## config.mk

```make
export PLATFORM = sky130hd
export DESIGN_NAME = store_buffer
export DESIGN_NICKNAME = d
export VERILOG_FILES = /design/src/rtl/store_buffer.sv
export SDC_FILE = /design/constraint.sdc
export NUM_CORES = 1
export LEC_CHECK = 0
export BUFFER_PORTS_ARGS = -buffer_cell sky130_fd_sc_hd__buf_4
export CORE_ASPECT_RATIO = 0.5
export CORE_MARGIN = 5
export CORE_UTILIZATION = 55
export DETAILED_ROUTE_END_ITERATION = 12
export GPL_TIMING_DRIVEN = 0
export PLACE_DENSITY = 0.76
export SLEW_MARGIN = 20
export SYNTH_ARGS = -nofsm -noshare
export SYNTH_HDL_FRONTEND = slang
export SYNTH_SLANG_ARGS = --single-unit
```

## constraint.sdc

```tcl
create_clock -name clock -period 6.36 [get_ports clock]
set_input_delay 0.318 -clock clock [delete_from_list [all_inputs] [get_ports clock]]
set_output_delay 0.318 -clock clock [all_outputs]
set_load 0.1 [all_outputs]
```

## src/rtl/store_buffer.sv

```systemverilog
// In-order store buffer between execute and the data-memory write port.
// Stores drain head-first; loads can forward from the youngest matching store.
module store_buffer #(
    parameter int DEPTH  = 8,
    parameter int ADDR_W = 20,
    parameter int DATA_W = 16
) (
    input  logic                       clock,
    input  logic                       reset,
    input  logic                       st_valid,
    input  logic [ADDR_W-1:0]          st_addr,
    input  logic [DATA_W-1:0]          st_data,
    output logic                       st_ready,
    input  logic                       drain_hold,
    output logic [ADDR_W-1:0]          wr_addr,
    output logic [DATA_W-1:0]          wr_data,
    output logic                       wr_enable,
    input  logic [ADDR_W-1:0]          ld_addr,
    output logic                       ld_hit,
    output logic [DATA_W-1:0]          ld_data,
    output logic [$clog2(DEPTH):0]     count,
    output logic                       empty
);

    localparam int PTR_W = $clog2(DEPTH);
    localparam int CNT_W = PTR_W + 1;

    logic [PTR_W-1:0]  head;
    logic [PTR_W-1:0]  tail;
    logic [ADDR_W-1:0] addr_mem [DEPTH];
    logic [DATA_W-1:0] data_mem [DEPTH];
    logic              push;
    logic              pop;

    assign empty     = (count == '0);
    assign st_ready  = (count < CNT_W'(DEPTH));
    assign wr_enable = !empty && !drain_hold;
    assign push      = st_valid && st_ready;
    assign pop       = wr_enable;
    assign wr_addr   = empty ? '0 : addr_mem[head];
    assign wr_data   = empty ? '0 : data_mem[head];

    // NOTE: state registers use non-blocking assignments so every flop samples pre-edge values.
    always_ff @(posedge clock or posedge reset) begin
        if (reset) begin
            head  <= '0;
            tail  <= '0;
            count <= '0;
        end else begin
            if (push) tail <= tail + 1'b1;
            if (pop)  head <= head + 1'b1;
            case ({push, pop})
                2'b10:   count <= count + 1'b1;
                2'b01:   count <= count - 1'b1;
                default: count <= count;
            endcase
        end
    end

    // NOTE: entry storage is deliberately not reset; head/tail/count decide which entries are live.
    always_ff @(posedge clock) begin
        if (push) begin
            addr_mem[tail] <= st_addr;
            data_mem[tail] <= st_data;
        end
    end

    // Walk oldest to youngest so the last match seen is the youngest store.
    always_comb begin
        // NOTE: defaults first, so no path through this block can infer a latch.
        logic [PTR_W-1:0] idx;
        ld_hit  = 1'b0;
        ld_data = '0;
        idx     = '0;
        for (int k = 0; k < DEPTH; k++) begin
            idx = head + PTR_W'(k);
            if ((CNT_W'(k) < count) && (addr_mem[idx] == ld_addr)) begin
                ld_hit  = 1'b1;
                ld_data = data_mem[idx];
            end
        end
    end

endmodule

```

== Word-level counts from Yosys, hierarchy flattened ==
Memories as Yosys holds them, arrays and structs flattened.
Cells that the tools add are included.
Operators by class
  equality and inequality tests: 10
  $lt $le $gt $ge: 9
  $add $sub $neg: 10
  reductions and logical operators: 14
  muxes and demuxes: 21
Operators by type and width (number)
  == test 20 bit: 8
  two-way mux 16 bit: 9
  two-way mux 20 bit: 1
  less-than comparator 3 x 4 -> 1 bit, first input constant: 4
  adder 3 bit, second input constant: 4
  logical AND 1 bit: 10
  two-way mux 1 bit: 10
  less-than comparator 1 x 4 -> 1 bit, first input constant: 2
  less-than comparator 2 x 4 -> 1 bit, first input constant: 2
  one-hot mux 4 bit (2 select lines): 1
  adder 3 x 1 -> 3 bit, second input constant: 2
  adder 3 x 2 -> 3 bit, second input constant: 2
  adder 4 x 1 -> 4 bit, second input constant: 1
  zero test 4 bit: 1
  less-than comparator 4 bit, second input constant: 1
  subtractor 4 x 1 -> 4 bit, second input constant: 1
  == test 2 x 1 -> 1 bit, second input constant: 1
  == test 2 bit, second input constant: 1
  zero test 1 bit: 2
  nonzero test 2 bit: 1
Word-level totals
  bits in registers: 10
  RAM bits: 288
  bits of input ports: 60
  logic and storage cells: 69
  memories: 2
  output and inout bits: 60
Memory list
  addr_mem: words 8, width 20, read ports 8, clocked after memory_dff 0, wr ports 1, RTL line 30  | logic [ADDR_W-1:0] addr_mem [DEPTH];
  data_mem: words 8, width 16, read ports 8, clocked after memory_dff 0, wr ports 1, RTL line 31  | logic [DATA_W-1:0] data_mem [DEPTH];

== Logic depth before layout (Yosys ltp) ==
An unclocked memory read counts as a cell.
  depth after elaboration: 11
  gate-level depth with buffers: 22
  gate-level depth less buffers: 11

== Worst setup path before layout ==
Ideal clock, no wire load.
  path type: register to output
  start: register head[1]
  end: output port ld_data[1]
  slack: -1074 ps
  stages on the path, launching flop included: 22
  required time: 6042 ps
  data arrival time: 7116 ps
  buffers on the path: 11
  cells stage by stage: dfrtp_1 > buf_2 > inv_2 > buf_1 > clkbuf_1 > clkbuf_1 > ha_1 > buf_2 > buf_6 > buf_2 > buf_2 > mux4_2 > xnor2_1 > a21oi_1 > nor4_1 > nand4_1 > or4_1 > buf_2 > buf_2 > buf_2 > o21a_1 > a221oi_1
On the way
  longest elaborated chain between the ends: 11
  elaborated cells on any way between the ends: 33
  those cells by class: 7 x add/sub; 8 x eq/ne; 8 x mux; 8 x reduce/logical; 2 x memory
RTL lines
  start, declared: RTL line 28  | logic [PTR_W-1:0] head;
  start signal, assigned: RTL line 51  | if (pop) head <= head + 1'b1;
  adder 3 x 1 -> 3 bit / memory (8 x 20 bit) (equally long branches)
  memory (8 x 20 bit) / == test 20 bit (equally long branches)
  == test 20 bit / logical AND 1 bit (equally long branches): RTL line 77  | if ((CNT_W'(k) < count) && (addr_mem[idx] == ld_addr)) begin
  logical AND 1 bit / two-way mux 16 bit (equally long branches): RTL line 77
  two-way mux 16 bit (6 in a row): RTL line 77
  two-way mux 16 bit (*): RTL line 77
  end, declared: RTL line 20  | output logic [DATA_W-1:0] ld_data,
Every way passes the cells marked *; elsewhere a longest branch is shown, timed or not.

== Worst setup path after layout ==
  start: register head[2]
  end: output port ld_data[13]
Same word-level chain as after synthesis.

==> qor.tcl <==
set qor(commonest_non_fill_non_tap_cells_in_the_layout) {sky130_fd_sc_hd__edfxtp_1 (288), sky130_fd_sc_hd__mux4_2 (223), sky130_fd_sc_hd__nand2_1 (212)}
set qor(number_of_hold_violations_in_the_final_report) 0
set qor(coreArea_um2) 42400
set qor(initial_standard_cell_utilization_of_the_core_pct) 56.1
set qor(synth.top_cells.by_area) {sky130_fd_sc_hd__edfxtp_1 (36%), sky130_fd_sc_hd__mux4_2 (21%), sky130_fd_sc_hd__mux2i_1 (7.4%)}
set qor(synth_seq_area_share_pct) 37.4
set qor(cp-start-kind) {flop}
set qor(drc) 0
set qor(finish.cell_count_without_fillers) 2829
set qor(critPathArrivalTime_ps) 6170
set qor(floorplan.die.width_um) 304
set qor(cell_with_the_largest_stage_delay_on_the_worst_path) {sky130_fd_sc_hd__clkdlybuf4s15_2}
set qor(vias_in_the_first_global_route) 21000
set qor(critPathCaptureType) {output port}
set qor(synth_area_um2) 23800
set qor(placedCellCount) 2729
set qor(die_height_um) 157
set qor(worstSkewPairLatency_ps) 610
set qor(floorplan.die_area_um2) 47700
set qor(drv_slew) 0
set qor(detailedPlacementHpwl_mm) 79.1
set qor(final_util_pct) 66.6
set qor(worst_slew_pin_slew_ps) 1260
set qor(outcome) {complete, but fails checks}
set qor(placementRows) 53
set qor(root_buffer) {sky130_fd_sc_hd__clkbuf_16}
set qor(worst_setup_hold_path_clk_slew_ps) 70
set qor(cts_buffers) 27
set qor(holdCritPathClass) {in -> reg}
set qor(achievable_frequency_ghz) 0.154
set qor(n_antenna_cell) 0
set qor(ys_dominant_reg_cell) {sky130_fd_sc_hd__edfxtp_1}
set qor(num_io_pins) 120
set qor(worstSetupPathType) {reg -> out}
set qor(synth.yosys.warnings) 0
set qor(setup-violations-final) 16
set qor(cts_tree) {yes}
set qor(final_min_period_over_clock_period_pct) 102
set qor(drt.antenna.violating_nets) 0
set qor(worst_clk_skew_ps) 11.5
set qor(cap_viol_max_count) 0
set qor(syn2layout_area_growth_pct) 18.7
set qor(drt_first_pass_iters) 7
set qor(numPortBuffers) 106
set qor(hold_ws_ps) 102
set qor(post_synth_inst_count) 2023
set qor(wl_per_cell_um) 38.6
set qor(clock_buffer_depth) 3
set qor(htreeDepth) 1
set qor(timing.critical_path.required_ps) 6040
set qor(grt_antenna_before_repair) 2
set qor(synth_top_area_share_pct) 36.4
set qor(critical_path_peak_fanout) 10
set qor(synthArstFlopShare_pct) 3.36
set qor(gp_congestion) 1.17
set qor(syn_avg_cell_area_um2) 11.8
set qor(ys_ff_latch) 298
set qor(timing.final.ws_setup_ps) -127
set qor(synthesis.nets) 2090
set qor(finalCriticalPeriod_ps) 6490
set qor(cts_sinks) 298
set qor(critPathMostFrequentCell) {sky130_fd_sc_hd__buf_2}
set qor(grt_first_pass_wirelength_mm) 152
set qor(via_per_inst) 7.76
set qor(nNetsFinal) 2300
set qor(violations) {negative setup slack}
set qor(gr-total-overflow) 0
set qor(layout_commonest_cell) {sky130_fd_sc_hd__edfxtp_1}
set qor(violation_count_after_the_first_detailed_route_iteration) 3915
set qor(track_usage_pct) 44.5
set qor(grt_start_max_net_pins) 17
set qor(synth_enable_flop_cells) 288
set qor(post-synth-top-area-cell) {sky130_fd_sc_hd__edfxtp_1}
set qor(routed_wire_length_mm) 109
set qor(slew-limit-headroom_pct) 15.7
set qor(worstPathCellList) {buf_2 -> buf_2 -> clkdlybuf4s15_2 -> mux4_2 -> mux2i_1 -> xnor2_1 -> nor4_2 -> nand4_1 -> or4_1 -> buf_2 -> buf_6 -> a211oi_2 -> o311ai_1 -> a221oi_4 -> buf_12}
set qor(route.vias.total) 22000
set qor(cp_slowest_stage_delay_ps) 710
set qor(drive_above_1_share_pct) 29.0
set qor(synthDistinctLibCells) 69
[critical path, delay by kind of cell (launching register included)]
kind | cells | cell delay [ps]
xor+xnor | 1 | 180
flops | 1 | 330
compound gates | 3 | 850
mux | 2 | 690
simple gates | 3 | 1250
buf+inv | 6 | 2230
[through the flow]
step	instance area, µm²	setup slack, ps	setup TNS, ps
after floorplan	24000	-150	-150
after global placement	25500	-3730	-146770
after detailed placement	26000	-3310	-54100
after CTS	28000	68.3	0
after global routing	28200	-43.4	-199
final	28200	-127	-1490
[state kept, by name, summed over array words and instances (netlist names)]
| signal | cells |
|---|---|
| addr_mem | 160 |
| data_mem | 128 |
| count | 4 |
| head | 3 |
| tail | 3 |
[final timing paths]
check                      startpoint          end  slack [ps]  depth (start not counted)
min                        drain_hold      head[0]         100                          3
min reg2reg                   tail[0]      tail[0]         560                          1
max reg2reg                   head[2]      head[2]        1930                          8
min in group asynchronous       reset     count[1]         290                          3
max                           head[2]  ld_data[13]        -130                         15
max in group asynchronous       reset     count[3]        5750                          3
[Yosys cell counts (all sizes together) (20+ instances only)]
cell type / instances
clkbuf: 76
a211oi: 23
mux2i: 183
o22ai: 38
xor2: 26
a2111oi: 20
mux4: 223
xnor2: 143
nand2: 212
a21oi: 86
edfxtp: 288
o21ai: 80
o311ai: 34
nor2: 157
mux2: 44
buf: 112
nand4: 27
nand3: 40
[cells by family (layout without fill, tap and decap cells)]
| logic type | Yosys count | after routing | share of synthesized area [%] |
|---|---|---|---|
| mux | 450 | 450 | 31.2 |
| flops | 298 | 298 | 37.4 |
| buf+inv | 212 | 441 | 4.39 |
| xor+xnor | 169 | 169 | 6.23 |
| compound gates | 372 | 372 | 10.8 |
| simple gates | 515 | 515 | 9.60 |
| fa+ha+maj | 7 | 7 | 0.368 |
[final cells by class]
type	count	area, µm²
inverter	24	101
multi-input combinational	1513	14500
buffer	185	1220
clock buffer	31	691
clock inverter	17	268
timing repair buffer	184	1870
tap	577	722
sequential	298	8900
fill	3153	14200
[layer usage]
layer | wire (µm) | GRT usage [%] | up-vias
met5 | 138 | 1.55 | -
met4 | 7380 | 21.9 | 6
met3 | 17400 | 18.2 | 474
met2 | 45200 | 65.6 | 2251
met1 | 38900 | 57.6 | 10800
li1 | - | - | 8400
[timing repair]
action / 4_1_cts / 5_1_grt
hold buffers: 37 / 0
endpoints found under the hold margin: 298 / 0
pin swaps: 10 / 10
setup buffers: 11 / 7
endpoints found under the setup margin: 18 / 17
gates resized for setup: 164 / 53
Power is left out: the tool's default activity adds up to more than one toggle a clock period on the data nets, which glitch-free logic cannot reach.
